`src/rtl/nap_countdown.sv`:
```
// nap_countdown: BCD M:SS countdown from a keypad-loaded duration, with a timed wake-up alarm
module nap_countdown #(
  parameter int TICK_DIV   = 1000,
  parameter int ALARM_SECS = 10
) (
  input  logic       clock,
  input  logic       reset,
  input  logic       completeSetting,
  input  logic [3:0] one_min,
  input  logic [3:0] ten_sec,
  input  logic [3:0] one_sec,
  input  logic       cancel,
  input  logic       alarm_ack,
  output logic [3:0] disp_min,
  output logic [3:0] disp_tsec,
  output logic [3:0] disp_sec,
  output logic       running,
  output logic       alarm
);
  localparam int PW = (TICK_DIV > 1) ? $clog2(TICK_DIV) : 1;
  localparam int AW = $clog2(ALARM_SECS + 1);
  typedef enum logic [1:0] {IDLE, RUN, ALARM} state_t;
  state_t        state;
  logic [PW-1:0] presc;
  logic [AW-1:0] acnt;
  logic          cs_q, load, tick, l_zero, n_zero;
  logic [3:0]    l_min, l_tsec, l_sec, n_min, n_tsec, n_sec;
  // load edge, prescaler tick, clamped load digits and the borrowed decrement
  always_comb begin
    load   = completeSetting & ~cs_q;
    tick   = presc == PW'(TICK_DIV - 1);
    l_min  = one_min > 4'd9 ? 4'd9 : one_min;
    l_tsec = ten_sec > 4'd5 ? 4'd5 : ten_sec;
    l_sec  = one_sec > 4'd9 ? 4'd9 : one_sec;
    l_zero = l_min == 4'd0 && l_tsec == 4'd0 && l_sec == 4'd0;
    n_sec  = disp_sec != 4'd0 ? disp_sec - 4'd1 : 4'd9;
    n_tsec = disp_sec != 4'd0 ? disp_tsec : (disp_tsec != 4'd0 ? disp_tsec - 4'd1 : 4'd5);
    n_min  = (disp_sec == 4'd0 && disp_tsec == 4'd0) ? disp_min - 4'd1 : disp_min;
    n_zero = n_min == 4'd0 && n_tsec == 4'd0 && n_sec == 4'd0;
  end
  // state machine: cancel beats load beats ack beats tick; cs_q resets high so a held level is not a load
  always_ff @(posedge clock or negedge reset) begin
    if (!reset) begin
      state     <= IDLE;
      presc     <= '0;
      acnt      <= '0;
      cs_q      <= 1'b1;
      disp_min  <= '0;
      disp_tsec <= '0;
      disp_sec  <= '0;
      running   <= 1'b0;
      alarm     <= 1'b0;
    end else begin
      cs_q <= completeSetting;
      if ((cancel && state != IDLE) || (alarm_ack && state == ALARM && !load)) begin
        state     <= IDLE;
        presc     <= '0;
        acnt      <= '0;
        disp_min  <= '0;
        disp_tsec <= '0;
        disp_sec  <= '0;
        running   <= 1'b0;
        alarm     <= 1'b0;
      end else if (load) begin
        state     <= l_zero ? IDLE : RUN;
        presc     <= '0;
        acnt      <= '0;
        disp_min  <= l_min;
        disp_tsec <= l_tsec;
        disp_sec  <= l_sec;
        running   <= !l_zero;
        alarm     <= 1'b0;
      end else begin
        case (state)
          RUN: begin
            presc <= tick ? '0 : presc + PW'(1);
            if (tick) begin
              disp_min  <= n_min;
              disp_tsec <= n_tsec;
              disp_sec  <= n_sec;
              if (n_zero) begin
                state   <= ALARM;
                acnt    <= '0;
                running <= 1'b0;
                alarm   <= 1'b1;
              end
            end
          end
          ALARM: begin
            presc <= tick ? '0 : presc + PW'(1);
            if (tick && acnt == AW'(ALARM_SECS - 1)) begin
              state <= IDLE;
              acnt  <= '0;
              alarm <= 1'b0;
            end else if (tick) acnt <= acnt + AW'(1);
          end
          default: begin
            presc <= '0;
            acnt  <= '0;
          end
        endcase
      end
    end
  end
endmodule

```
`config.mk`:
```
export PLATFORM = sky130hd
export DESIGN_NAME = nap_countdown
export DESIGN_NICKNAME = d
export VERILOG_FILES = /design/src/rtl/nap_countdown.sv
export SDC_FILE = /design/constraint.sdc
export NUM_CORES = 1
export LEC_CHECK = 0
export CORE_UTILIZATION = 29
export CTS_CLUSTER_SIZE = 28
export DETAILED_ROUTE_END_ITERATION = 16
export PLACE_DENSITY = 0.54
export SYNTH_ARGS = -nofsm -noshare
export SYNTH_HDL_FRONTEND = slang
export SYNTH_SLANG_ARGS = --single-unit
```
`constraint.sdc`:
```
create_clock -name clock -period 2.7 [get_ports clock]
set_input_delay 0.54 -clock clock [delete_from_list [all_inputs] [get_ports clock]]
set_output_delay 0.54 -clock clock [all_outputs]
set_load 0.05 [all_outputs]
```
==> metrics.yaml, run 1 <==
routing:
  drc: 0
  drt-total-wl_um: 5264
  num_vias: 1819
  first_iter_violations: 96
  via_per_inst: 5.212
  ant_nets: 0
  drt-pass1-iter-count: 4
  wire_per_inst_um: 15.08
grt:
  grt_pass1_wl_um: 8687
  grt_overflow: 0
  grt_pass1_vias: 1766
  grt_max_degree: 31
  antenna_found_initial: 0
  track_usage_pct: 15.82
timing:
  period_share_pct: 95.25
  period_minus_slack_ps: 2572
  whs_ps: 474.3
  fin_skew_ps: 6.320
  grt_setup_unrepaired: "no"
  setup_tns_ps: 0
  max_freq_mhz: 388.9
  drv_slew: 0
  worst_slack_ps: 128.4
  slew_headroom_pct: 54.55
  setup_viol: 0
  tightest_slew_ps: 664.6
  hold_violations: 0
cts:
  clock-sinks: 30
  clk_latency_ps: 280
  clockBufferDepth: 2
  holdBufCountCts: 0
  cts-buffers-inserted: 5
  cts_root_buffer: "clkbuf_8"
  htreeDepth: 2
  path_clk_slew_ps: 70
  cts_tree: "built"
floorplanning:
  rows: 29
  initial_core_util_pct: 30.03
  chipHeight_um: 83.09
  coreArea_mm2: 0.006350
  die-area_mm2: 0.006904
  io_pins: 31
  die_x_um: 83.09
yosys:
  synthesis.nets: 243
  synth_area_mm2: 0.001907
  synth_top_family_by_area: "simple AND/OR/NAND/NOR gates"
  yosysUniqueCellTypes: 43
  yosys.area.top_type_share_pct: 38.06
  ys.flop_type: "dfrtp_1"
  synth-edff-count: 0
  syn_avg_cell_area_um2: 8.707
  ys_warn_count: 0
  syn_inst: 219
  synth_mux_area_share_pct: 1.050
  synth-compound-area-share_pct: 22.77
  synth_fa_ha_area_share_pct: 4.593
  ys_ff_latch: 30
  synthTopCellsByArea: "dfrtp_1 (38%), nor2_1 (5.7%), o21ai_0 (5.5%), ha_1 (4.6%), nor4_1 (3.3%)"
  synthXorXnorAreaFrac_pct: 4.134
  synth-simple-area-share_pct: 24.80
  async_flop_share_pct: 100.0
  ys_seq_area_share_pct: 39.44
  synth_top_cell_by_area: "dfrtp_1"
worst_setup_path:
  slowest_delay_ps: 590
  required_ps: 2870
  crit_family: "compound AO/OA/AOI/OAI gates"
  cpMaxStageDelayCell: "or4_4"
  worstPathMaxFanout: 6
  criticalPathCategory: "flop to flop"
  arrival_ps: 2740
  worst-path-buf-inv: 1
  path_cells: "or4_4 > a2111oi_4 > nand4_2 > o31a_1 > buf_4 > a211o_1 > a21o_1"
  start_kind: "flop"
  worstSetupEndpointType: "flop"
finish:
  area_growth_pct: 33.07
  multiInputGateArea_mm2: 0.001101
  fin_util_pct: 39.96
  drive_above_1_share_pct: 13.97
  fill_cells: 625
  diodes: 0
  nNetsFinal: 295
  seqCellArea_um2: 753.2
power_and_ir_drop:
  powerDensity_mw_per_mm2: 954.7
  ir_drop_uv: 496.5
  power_leakage_nw: 1.068
  power_w: 0.002422
flow_run:
  maxCapViolCount: 0
place:
  place.gp.congestion: 0.8675
  dp_hpwl_um: 4005
  io_buffers: 30
  dp_slack_ps: 18.21
outcome:
  status: "completed"
min_path:
  hold_class: "flop to flop"
## layout make-up
cell class	count	area share [%]
repair buffers	51	18.05
well taps	77	3.797
clock buffers	7	3.402
clock inverters	1	0.1972
multi-input cells	173	43.39
inverters	10	1.479
flip-flops and latches	30	29.68
## worst reg2reg max path, delay by kind of cell, from the launching register on
kind / cells / cell delay, ps
buf+inv: 1 / 150
compound gates: 4 / 1120
simple gates: 2 / 760
flops: 1 / 440
## Yosys cell counts, types with 2 or more instances
cell type  count
nand2b_1       6
clkbuf_1       5
o41ai_1        3
o21ai_0       21
mux2i_1        2
or4_1          3
nand3b_1       2
xor2_1         5
nor4_1        10
nand3_1        9
a21o_1         2
o21a_1         2
a21oi_1       12
a22o_1         4
nor2_1        29
nor3_1         5
a31oi_1        6
and3_1         3
inv_1         10
nand2_1       13
dfrtp_1       29
ha_1           7
o31ai_1        3
nor3b_1        2
o21ai_1        2
xnor2_1        4
or2_2          3
nor2b_1        2
## flip-flops by register name, indices dropped and copies added (netlist names)
| register | flops |
|---|---|
| presc | 10 |
| cs_q | 1 |
| disp_tsec | 4 |
| acnt | 4 |
| state | 1 |
| disp_min | 4 |
| running | 1 |
| alarm | 1 |
| disp_sec | 4 |
## metrics by stage
step                instances  area (um^2)
floorplan                 219         1908
global placement          338         2416
detailed placement        338         2416
CTS                       346         2507
global route              349         2537
finish                    349         2537
## layer usage
metal  up-vias  GRT usage (%)  routed length [um]
met5         -              0                   0
li1        905              -                   -
met2        38          25.26                2374
met3         5          2.684                 253
met4         0          4.232                  54
met1       871          22.10                2581
## placed cells by master (no fill, tap or decap), drive strengths merged, types with 2 or more instances in the layout
master and n:
a21o 2, nand2b 6, o21ai 23, nor3 5
a31oi 6, a22o 4, nand3 9, o41ai 4
ha 7, nand4 2, dfrtp 29, and3 3
o21a 2, inv 10, nor2 29, or4 3
clkdlybuf4s50 30, clkbuf 7, xnor2 4, nand2 13
mux2i 2, o31ai 3, a2111oi 2, a21oi 12
nor4 10, nor2b 2, nor3b 2, or2 3
buf 21, nand3b 2, xor2 5
## report_power, final
group | total [W] | leakage (nW) | internal (W) | switching (W)
Combinational | 0.00139 | 0.620 | 0.000564 | 0.000830
Clock | 0.000373 | 0.0482 | 0.000205 | 0.000167
Sequential | 0.000656 | 0.399 | 0.000543 | 0.000114
## worst paths after layout
| path | startpoint | endpoint | slack [ps] | depth (start not counted) |
|---|---|---|---|---|
| max | disp_tsec[1] | state[0] | 130 | 7 |
| min | acnt[3] | acnt[3] | 470 | 1 |
| max reg2reg | disp_tsec[1] | state[0] | 130 | 7 |
| min reg2reg | acnt[3] | acnt[3] | 470 | 1 |
| max in group asynchronous | reset | cs_q | 1720 | 2 |
| min in group asynchronous | reset | disp_min[3] | 660 | 2 |
## logic make-up after synthesis
group,after synthesis
AND/OR/NAND/NOR,92
AO/OA/AOI/OAI,63
flip-flops,30
buffers and inverters,16
XOR/XNOR,9
adder cells (fa/ha/maj),7
multiplexers,2
## what timing repair did
item / in CTS / in global routing
setup buffers: 0 / 3
setup endpoints to repair: 0 / 3
gates resized for setup: 0 / 2
Power figures use the tool's default switching activity.
==> run 2: changes to the inputs <==
CELL_PAD_IN_SITES_DETAIL_PLACEMENT = 0   (was unset)
CELL_PAD_IN_SITES_GLOBAL_PLACEMENT = 2   (was unset)
PLACE_DENSITY = 0.75   (was 0.54)
clock period = 2.5 ns   (was 2.7 ns; I/O delays follow)
==> run 2 against run 1 <==
Compared with the run above: global-route usage up 0.84 points; sequential share of layout area is 0.65 points lower; hold slack better by 16 ps.
==> metrics.yaml, run 2 (synthesis gave the netlist of run 1 again) <==
worst_setup_path:
  criticalPathCategory: "flop to flop"
  worstPathMaxFanout: 3
  r2r-end: "state[0]"
  worstSetupEndpointType: "flop"
  required_ps: 2680
  arrival_ps: 2640
  r2r_slack_ps: 40
  start_kind: "flop"
  r2r_cells: 7
  r2r_start: "disp_sec[0]"
timing:
  setup_viol: 0
  drv_slew: 0
  fin_skew_ps: 1.958
  max_freq_mhz: 406.0
  grt_setup_unrepaired: "yes"
  tightest_slew_ps: 547.2
  setup_tns_ps: 0
  hold_violations: 0
  period_share_pct: 98.51
  slew_headroom_pct: 62.58
  period_minus_slack_ps: 2463
  whs_ps: 490.6
grt:
  antenna_found_initial: 0
  grt_max_degree: 31
  grt_overflow: 0
  grt_pass1_vias: 1809
  grt_use_met2_pct: 24.74
  grtUsageMet1_pct: 23.78
  grt_busiest_layer: "met2"
  grt_pass1_wl_um: 9080
  track_usage_pct: 16.67
  grt_util_met3_pct: 3.579
cts:
  path_clk_slew_ps: 60
  htreeDepth: 2
  clock-sinks: 30
  clockBufferDepth: 2
  cts_root_buffer: "clkbuf_8"
  cts_tree: "built"
  holdBufCountCts: 0
  clk_latency_ps: 280
  cts-buffers-inserted: 5
floorplanning:
  io_pins: 31
  chipHeight_um: 83.09
  rows: 29
  coreArea_mm2: 0.006350
  die-area_mm2: 0.006904
  initial_core_util_pct: 30.03
  die_x_um: 83.09
routing:
  drc: 0
  drt-total-wl_um: 5400
  wire_per_inst_um: 15.25
  num_vias: 1845
  via_per_inst: 5.212
  first_iter_violations: 41
  drt-pass1-iter-count: 4
  ant_nets: 0
power_and_ir_drop:
  powerDensity_mw_per_mm2: 1033
  ir_drop_uv: 611.4
  power_leakage_nw: 1.101
  power_w: 0.002687
finish:
  layout_commonest_cell: "clkdlybuf4s50_1"
  design_area_mm2: 0.002603
  layout_common_cells: "clkdlybuf4s50_1 (30), nor2_1 (29), dfrtp_1 (26), buf_4 (26), o21ai_0 (20)"
  diodes: 0
  fill_cells: 676
  regMostFlops: "presc"
  fin_util_pct: 40.99
  nNetsFinal: 300
  drive_above_1_share_pct: 18.05
  area_growth_pct: 36.48
  largest_reg_flops: 10
  seqCellArea_um2: 755.7
  multiInputGateArea_mm2: 0.001126
min_path:
  worstHoldPathCells: 1
  hold_end: "acnt[3]"
  worst_hold_startpoint: "acnt[3]"
  hold_class: "flop to flop"
place:
  io_buffers: 30
  placed_cell_area_mm2: 0.002477
  dp_hpwl_um: 4172
  place.gp.congestion: 0.7621
flow_run:
  maxCapViolCount: 0
outcome:
  status: "completed"
-- run 2: changes by cell type in the layout (fill, tap and decap cells not counted), sizes merged --
cell,previous run,this run
buf,21,26
-- run 2: cell type report --
| cell class | instances | share of cell area, % |
|---|---|---|
| clock inverters | 1 | 0.1923 |
| inverters | 10 | 1.442 |
| well taps | 77 | 3.702 |
| multi-input cells | 173 | 43.27 |
| repair buffers | 56 | 19.04 |
| flip-flops and latches | 30 | 29.04 |
| clock buffers | 7 | 3.317 |
-- run 2: worst max-delay path by stage --
stage	from	to	slack [ps]	cells after the start
2_1_floorplan	disp_tsec[1]	acnt[0]	-120	7
3_3_place_gp	disp_tsec[1]	acnt[1]	5	6
3_5_place_dp	disp_tsec[1]	acnt[0]	-60	6
4_1_cts	disp_tsec[1]	acnt[1]	40	6
5_1_grt	disp_tsec[2]	acnt[0]	-10	6
6_report	disp_sec[0]	state[0]	40	7
-- run 2: critical path: stages (launching register included) --
cell	delay, ps
dfrtp_1	390
or4_4	550
o41ai_4	340
nand4_2	170
o31a_1	360
buf_4	140
a211o_1	230
a21o_1	170
-- run 2: metrics by stage --
stage / worst slack (ps) / std cells
after detailed placement: -61.51 / 345
after CTS: 44.32 / 353
after floorplan: -119.5 / 219
after global routing: -11.20 / 354
after global placement: 4.634 / 345
final: 37.13 / 354
-- run 2: timing repair --
action	4_1_cts	5_1_grt
cloned	0	0
pin swaps	0	7
resized for setup	1	6
endpoints found under the setup margin	3	2
buffers inserted	0	1
-- run 2: power breakdown --
group          internal (W)  leakage (nW)  switching [W]
registers          0.000588         0.396       0.000113
logic              0.000644         0.657       0.000934
clock network      0.000222        0.0482       0.000185
-- run 2: layer usage --
metal  wire (um)  vias up
met4          82        0
li1            -      921
met1        2759      873
met3         248        8
met5           0        -
met2        2310       43
